--- src/rtl/bus_write_arbiter.sv ---
// bus_write_arbiter: round-robin write arbiter that serialises single-beat
// address/data writes from NUM_REQ requesters onto the shared my_if
// valid/ready bus. It reports each finished transfer as accepted or timed out.
module bus_write_arbiter #(
    parameter int NUM_REQ = 4,
    parameter int AW      = 8,
    parameter int DW      = 8,
    parameter int TIMEOUT = 15
) (
    input  logic                       clk,
    input  logic                       rst_n,
    input  logic [NUM_REQ-1:0]         req_valid,
    input  logic [NUM_REQ*AW-1:0]      req_addr,
    input  logic [NUM_REQ*DW-1:0]      req_wdata,
    output logic [NUM_REQ-1:0]         req_ack,
    output logic [AW-1:0]              bus_addr,
    output logic [DW-1:0]              bus_data,
    output logic                       bus_valid,
    input  logic                       bus_ready,
    output logic [$clog2(NUM_REQ)-1:0] grant_id,
    output logic                       done,
    output logic                       write_status
);

    localparam int GW = $clog2(NUM_REQ);
    localparam int CW = 8;

    typedef enum logic {
        S_IDLE = 1'b0,
        S_BUSY = 1'b1
    } state_t;

    state_t            r_state;
    state_t            w_nextState;
    logic [GW-1:0]     r_grantId;
    logic [AW-1:0]     r_busAddr;
    logic [DW-1:0]     r_busData;
    logic [NUM_REQ-1:0] r_ack;
    logic [CW-1:0]     r_waitCnt;
    logic              r_done;
    logic              r_status;

    logic              w_found;
    logic [GW-1:0]     w_winner;
    logic [AW-1:0]     w_winAddr;
    logic [DW-1:0]     w_winData;
    logic              w_capture;
    logic              w_finish;
    logic              w_success;

    // Round-robin pick: first scan requesters above the last grant, then wrap to the rest
    always_comb begin
        w_found   = 1'b0;
        w_winner  = r_grantId;
        w_winAddr = '0;
        w_winData = '0;
        for (int j = 0; j < NUM_REQ; j++) begin
            if (!w_found && req_valid[j] && (j > int'(r_grantId))) begin
                w_found   = 1'b1;
                w_winner  = GW'(j);
                w_winAddr = req_addr[j*AW +: AW];
                w_winData = req_wdata[j*DW +: DW];
            end
        end
        for (int j = 0; j < NUM_REQ; j++) begin
            if (!w_found && req_valid[j] && (j <= int'(r_grantId))) begin
                w_found   = 1'b1;
                w_winner  = GW'(j);
                w_winAddr = req_addr[j*AW +: AW];
                w_winData = req_wdata[j*DW +: DW];
            end
        end
    end

    // FSM state register; async reset drops any transfer in flight
    always_ff @(posedge clk or negedge rst_n) begin
        if (!rst_n) begin
            r_state <= S_IDLE;
        end else begin
            r_state <= w_nextState;
        end
    end

    // Next state: grant when idle, finish on ready (wins over timeout) or on timeout
    always_comb begin
        w_nextState = r_state;
        w_capture   = 1'b0;
        w_finish    = 1'b0;
        w_success   = 1'b0;
        case (r_state)
            S_IDLE: begin
                if (w_found) begin
                    w_nextState = S_BUSY;
                    w_capture   = 1'b1;
                end
            end
            S_BUSY: begin
                if (bus_ready) begin
                    w_nextState = S_IDLE;
                    w_finish    = 1'b1;
                    w_success   = 1'b1;
                end else if (r_waitCnt == CW'(TIMEOUT)) begin
                    w_nextState = S_IDLE;
                    w_finish    = 1'b1;
                end
            end
        endcase
    end

    // Datapath: latch the winner's beat, pulse ack/done, count stalled bus cycles
    always_ff @(posedge clk or negedge rst_n) begin
        if (!rst_n) begin
            r_busAddr <= '0;
            r_busData <= '0;
            r_grantId <= GW'(NUM_REQ - 1);
            r_ack     <= '0;
            r_waitCnt <= '0;
            r_done    <= 1'b0;
            r_status  <= 1'b0;
        end else begin
            r_ack  <= '0;
            r_done <= 1'b0;
            if (w_capture) begin
                r_busAddr <= w_winAddr;
                r_busData <= w_winData;
                r_grantId <= w_winner;
                r_ack     <= NUM_REQ'(1) << w_winner;
                r_waitCnt <= '0;
            end else if ((r_state == S_BUSY) && !bus_ready) begin
                r_waitCnt <= r_waitCnt + CW'(1);
            end
            if (w_finish) begin
                r_done   <= 1'b1;
                r_status <= w_success;
            end
        end
    end

    assign bus_valid    = (r_state == S_BUSY);
    assign bus_addr     = r_busAddr;
    assign bus_data     = r_busData;
    assign grant_id     = r_grantId;
    assign req_ack      = r_ack;
    assign done         = r_done;
    assign write_status = r_status;

endmodule

--- config.mk ---
export PLATFORM = sky130hd
export DESIGN_NAME = bus_write_arbiter
export DESIGN_NICKNAME = d
export VERILOG_FILES = /design/src/rtl/bus_write_arbiter.sv
export SDC_FILE = /design/constraint.sdc
export NUM_CORES = 1
export LEC_CHECK = 0
export BUFFER_PORTS_ARGS = -buffer_cell sky130_fd_sc_hd__buf_4
export CORE_UTILIZATION = 51
export DETAILED_ROUTE_END_ITERATION = 8
export PLACE_DENSITY = 0.82
export SLEW_MARGIN = 10
export SYNTH_ARGS = -nofsm -noshare
export SYNTH_HDL_FRONTEND = slang
export SYNTH_SLANG_ARGS = --single-unit
export TNS_END_PERCENT = 50
--- constraint.sdc ---
create_clock -name clk -period 2.3 [get_ports clk]
set_input_delay 0.345 -clock clk [delete_from_list [all_inputs] [get_ports clk]]
set_output_delay 0.345 -clock clk [all_outputs]
set_load 0.005 [all_outputs]
Yosys cells after proc, flatten, opt, wreduce, memory -nomap -nowiden
Cells that the tools add are included.
Operators by class
  bitwise logic cells: 1
  add/sub/neg operators: 1
  muxes and demuxes: 42
  reduce and logical (&&, ||, !) cells: 21
  shift-type cells: 1
  eq/ne operators: 1
  $lt $le $gt $ge: 6
Operators with widths (number)
  $mux 8: 16
  $mux 1: 17
  $mux 2: 7
  $logic_and 1x1->1: 13
  $add 8x1->8 const B: 1
  $eq 8x4->1 const B: 1
  $logic_not 1->1: 7
  $gt 2x2->1 const A: 2
  $le 2x2->1 const A: 2
  $mux 4: 1
  $shl 1x2->4 const A: 1
  $gt 1x2->1 const A: 1
  $le 1x2->1 const A: 1
  $pmux 1 s2: 1
  $reduce_bool 2->1: 1
  $not 1->1: 1
Word-level totals
  output and inout bits: 25
  logic and storage cells: 81
  register bits after elaboration: 33
  bits of input ports: 71

Longest topological paths before layout
  word-level depth: 29
  depth in mapped cells: 8
  gate-level depth less buffers: 5

Least setup slack after synthesis
OpenSTA, ideal clock, no wires.
  path type: register -> register
  start: reg r_grantId[1] (netlist: grant_id[1])
  end: reg r_busData[5] (netlist: bus_data[5])
  library setup time: 0.132 ns
  data arrival time: 1.706 ns
  required time: 2.168 ns
  path buffers: 3
  setup slack: 0.462 ns
  period minus slack after synthesis: 1.838 ns
  stages on the path, launching flop included: 9
  cell sequence: dfstp_2 -> buf_4 -> nand3_4 -> or4_1 -> buf_6 -> buf_8 -> o21ai_0 -> and3b_1 -> a311oi_1
Between the ends
  cells in the longest elaborated chain, start to end: 28
  elaborated cells on any way between the ends: 40
  those cells by class: order compare (6); mux (16); reduce/logical (18)
RTL lines
  from (decl): line 35  | logic [GW-1:0] r_grantId;
  from (signal assigned): line 115  | r_grantId <= GW'(NUM_REQ - 1);
  from (signal assigned): line 126  | r_grantId <= w_winner;
  $gt 1x2->1: line 58  | if (!w_found && req_valid[j] && (j > int'(r_grantId))) begin
  $logic_and 1x1->1: line 58
  $mux 1: line 58
  $logic_not 1->1: line 58
  $logic_and 1x1->1 (2 in series): line 58
  $mux 1: line 58
  $logic_not 1->1: line 58
  $logic_and 1x1->1 (2 in series): line 58
  [8 not listed]
  $logic_not 1->1: line 66  | if (!w_found && req_valid[j] && (j <= int'(r_grantId))) begin
  $logic_and 1x1->1 (2 in series): line 66
  $mux 1: line 66
  $logic_not 1->1: line 66
  $logic_and 1x1->1 (2 in series): line 66
  $mux 1: line 66
  $mux 1: line 92  | if (w_found) begin
  $mux 1: line 90  | case (r_state)
  to (signal assigned): line 125  | r_busData <= w_winData;
  to (decl): line 37  | logic [DW-1:0] r_busData;
Parallel ways exist; a longest one is shown, timed or not.
A chain may end at the register's enable or synchronous reset.

Final worst setup path
  start: reg r_grantId[1] (netlist: grant_id[1])
  end: reg r_busData[7] (netlist: bus_data[7])
Same word-level chain as after synthesis.

==> summary.txt <==
Finish
  – Layout area overhead: 29.3%
  – Post-Layout Cell Count: 474
  – Fraction of layout cells with a size suffix above 1: 34.7%
  – Antenna cells: 0
  – Final net count: 475

Floorplanning
  – IO Pins: 96
  – Die Y: 75.4 um
  – Total die area: 0.00568 mm2
  – Placeable Area: 0.00514 mm2
  – Chip width: 75.4 um
  – Starting Density: 53.4%
  – FP Rows: 26

Global routing
  – Initial antenna violation count: 0
  – GR Util met1: 41.5%
  – Total grt overflow: 0
  – Global-route usage over all layers: 30.4%
  – First-pass GRT wire length: 12.8 mm
  – Largest net degree at the start of global routing: 34
  – Met2 Use GR: 48.6%
  – Vias in the first global route: 2680
  – Met3 usage: 4.63%
  – Most Crowded Layer GR: met2

Worst setup path
  – CP endpoint kind: register
  – Startpoint types: register
  – Reg2reg path depth: 5
  – CP Class: register to register
  – CP Data Required Time: 2.49 ns
  – CP Data Arrival Time: 2.33 ns
  – CP Max Fanout: 16

Placement
  – RePlAce Congestion: 0.871
  – Dpl hpwl: 5.89 mm
  – I/O Buffers: 95
  – Placed cell count: 464

Worst hold path
  – Worst hold-check path type: primary input to asynchronous set/reset pin

Pwr
  – Power Density: 1010 mW/mm2
  – Cell leakage power: 1.63 nW
  – Maximum vdd drop: 0.655 mV
  – Tot Pwr: 3.59 mW

STA
  – Setup TNS: 0 ns
  – Worst slew pin tran: 0.513 ns
  – Fmax: 466 MHz
  – Layout Skew: 0.00221 ns
  – Relative slew slack: 65.5%
  – Fin. Hold Viols: 14
  – Max-slew violation count: 0
  – Final cycle utilization of the critical path: 93.2%
  – Shortest period the worst path allows: 2.14 ns
  – Setup violators final: 0
  – RSZ-0062 raised after global routing: false
  – Hold WS: -0.0106 ns

Route
  – Total number of vias: 2911
  – First DRT Iteration DRCs: 434
  – Total Routed Length: 8.41 mm
  – Final ANT Viol Nets: 0
  – Via/cell ratio: 6.14
  – Drt drc: 0
  – Detailed-route wire length per cell: 17.7 um
  – DRT Pass-1 Iters: 6

Synth
  – Top_reg_cell synth: dfrtp_1
  – Synth top area cells: dfrtp_1 28%, and3b_1 7.7%, a221oi_2 5.5%
  – Asr flop ratio synth: 100%
  – Flop and latch count out of synthesis: 33
  – Post-Syn Area: 0.00275 mm2
  – Post-Syn Nets: 383
  – Syn Area/Cell: 8.83 um2
  – Yosys top cell by area: dfrtp_1
  – Synth top area share: 28.2%
  – EDFF count, synth: 0
  – Seq/Total Area, Yosys: 30.2%
  – Netlist cell types: 52
  – Synth cell count leaders: 36 x nor2_1, 32 x nand2_1, 31 x dfrtp_1
  – Most frequent cell after synthesis: nor2_1
  – Ys Warns: 0
  – Post-Syn Instances: 311

CTS
  – Clk Latency, worst-skew pair: 0.29 ns
  – Clk root buf: clkbuf_8
  – H-tree depth reported by CTS: 2
  – Resize count post-CTS: 0
  – Max clock buf depth: 2
  – Worst-path clk slew: 0.07 ns
  – CTS Hold Bufs: 0
  – CTS tree: built
  – Clock sinks: 33
  – # Post-CTS Setup Buffers: 0
  – Clock buffer count from CTS: 5

Run
  – Max cap viols: 0

Status
  – Status: complete, but fails checks
  – Failing checks: negative hold slack
[area by class of cell]
class	instances	area (um2)
Multi-Input combinational cell	247	1700
Clock inverter	3	17.5
Timing Repair Buffer	111	833
Clock buffer	5	68.8
Tap cell	70	87.6
Inverter	5	18.8
Sequential cell	33	828
Fill cell	439	1590
[final timing paths]
path                                          startpoint                        to  slack (ns)
worst max-delay path             grant_id[1]$_DFFE_PN1P_   bus_data[7]$_DFFE_PN0P_        0.16
worst min-delay path                               rst_n   bus_addr[4]$_DFFE_PN0P_       -0.01
worst max register to register   grant_id[1]$_DFFE_PN1P_   bus_data[7]$_DFFE_PN0P_        0.16
worst min register to register  r_waitCnt[0]$_DFFE_PN0P_  r_waitCnt[0]$_DFFE_PN0P_        0.53
max in group asynchronous                          rst_n   grant_id[0]$_DFFE_PN1P_        1.96
min in group clk                               bus_ready  write_status$_DFFE_PN0P_        0.30
[through the flow]
stage | area (um2) | worst slack, ns | hold slack, ns | util [%]
detailed placement | 3450 | 0.212 | 0.325 | 67.1
global placement | 3450 | 0.273 | 0.317 | 67.1
CTS | 3540 | 0.152 | 0.00761 | 68.8
floorplan | 2750 | 0.462 | 0.0494 | -
finish | 3550 | 0.156 | -0.0106 | 69.1
global route | 3550 | 0.0788 | 0.0250 | 69.1
[state kept, by name (all words and copies together), names as in the netlist]
name / count
bus_data: 8
req_ack: 4
bus_valid: 1
write_status: 1
bus_addr: 8
r_waitCnt: 8
grant_id: 2
done: 1
[per-layer routing]
metal	share of wire [%]	routed length, um
met1	42	3560
met2	49	4140
met3	6.7	562
met4	1.6	136
met5	0	0
[critical path, cell delays in order, from the launching register on]
cell and delay [ns]:
dfstp_2 0.78, buf_4 0.27, and4_1 0.37, nor2_1 0.20, and2_1 0.19, a311oi_1 0.24
[power breakdown]
part / leakage (nW) / internal (mW) / switching [mW]
Combinational: 1.19 / 1.03 / 1.05
Clock: 0.0439 / 0.209 / 0.243
Sequential: 0.403 / 0.828 / 0.240
[cell usage in the layout (no fill, tap or decap), types with 10 or more instances in the layout]
cell and instances:
nor2_1 36, buf_4 111, dfrtp_1 31, o21ai_0 23, mux2i_1 15, a221oi_2 10
nand2_1 32, a31oi_1 15, o22ai_1 15, and2_1 10, and3b_1 24
[cells by family (layout without fill, tap and decap cells)]
group | Yosys count | count (layout) | share of synthesized area [%]
mux | 15 | 15 | 5.47
buf+inv | 31 | 124 | 8.25
fa+ha+maj | 2 | 2 | 0.866
simple gates | 130 | 130 | 27.7
xor+xnor | 4 | 4 | 1.28
flops | 33 | 33 | 30.2
compound gates | 96 | 96 | 26.2
Note: power is estimated with default switching activity, not from simulation.
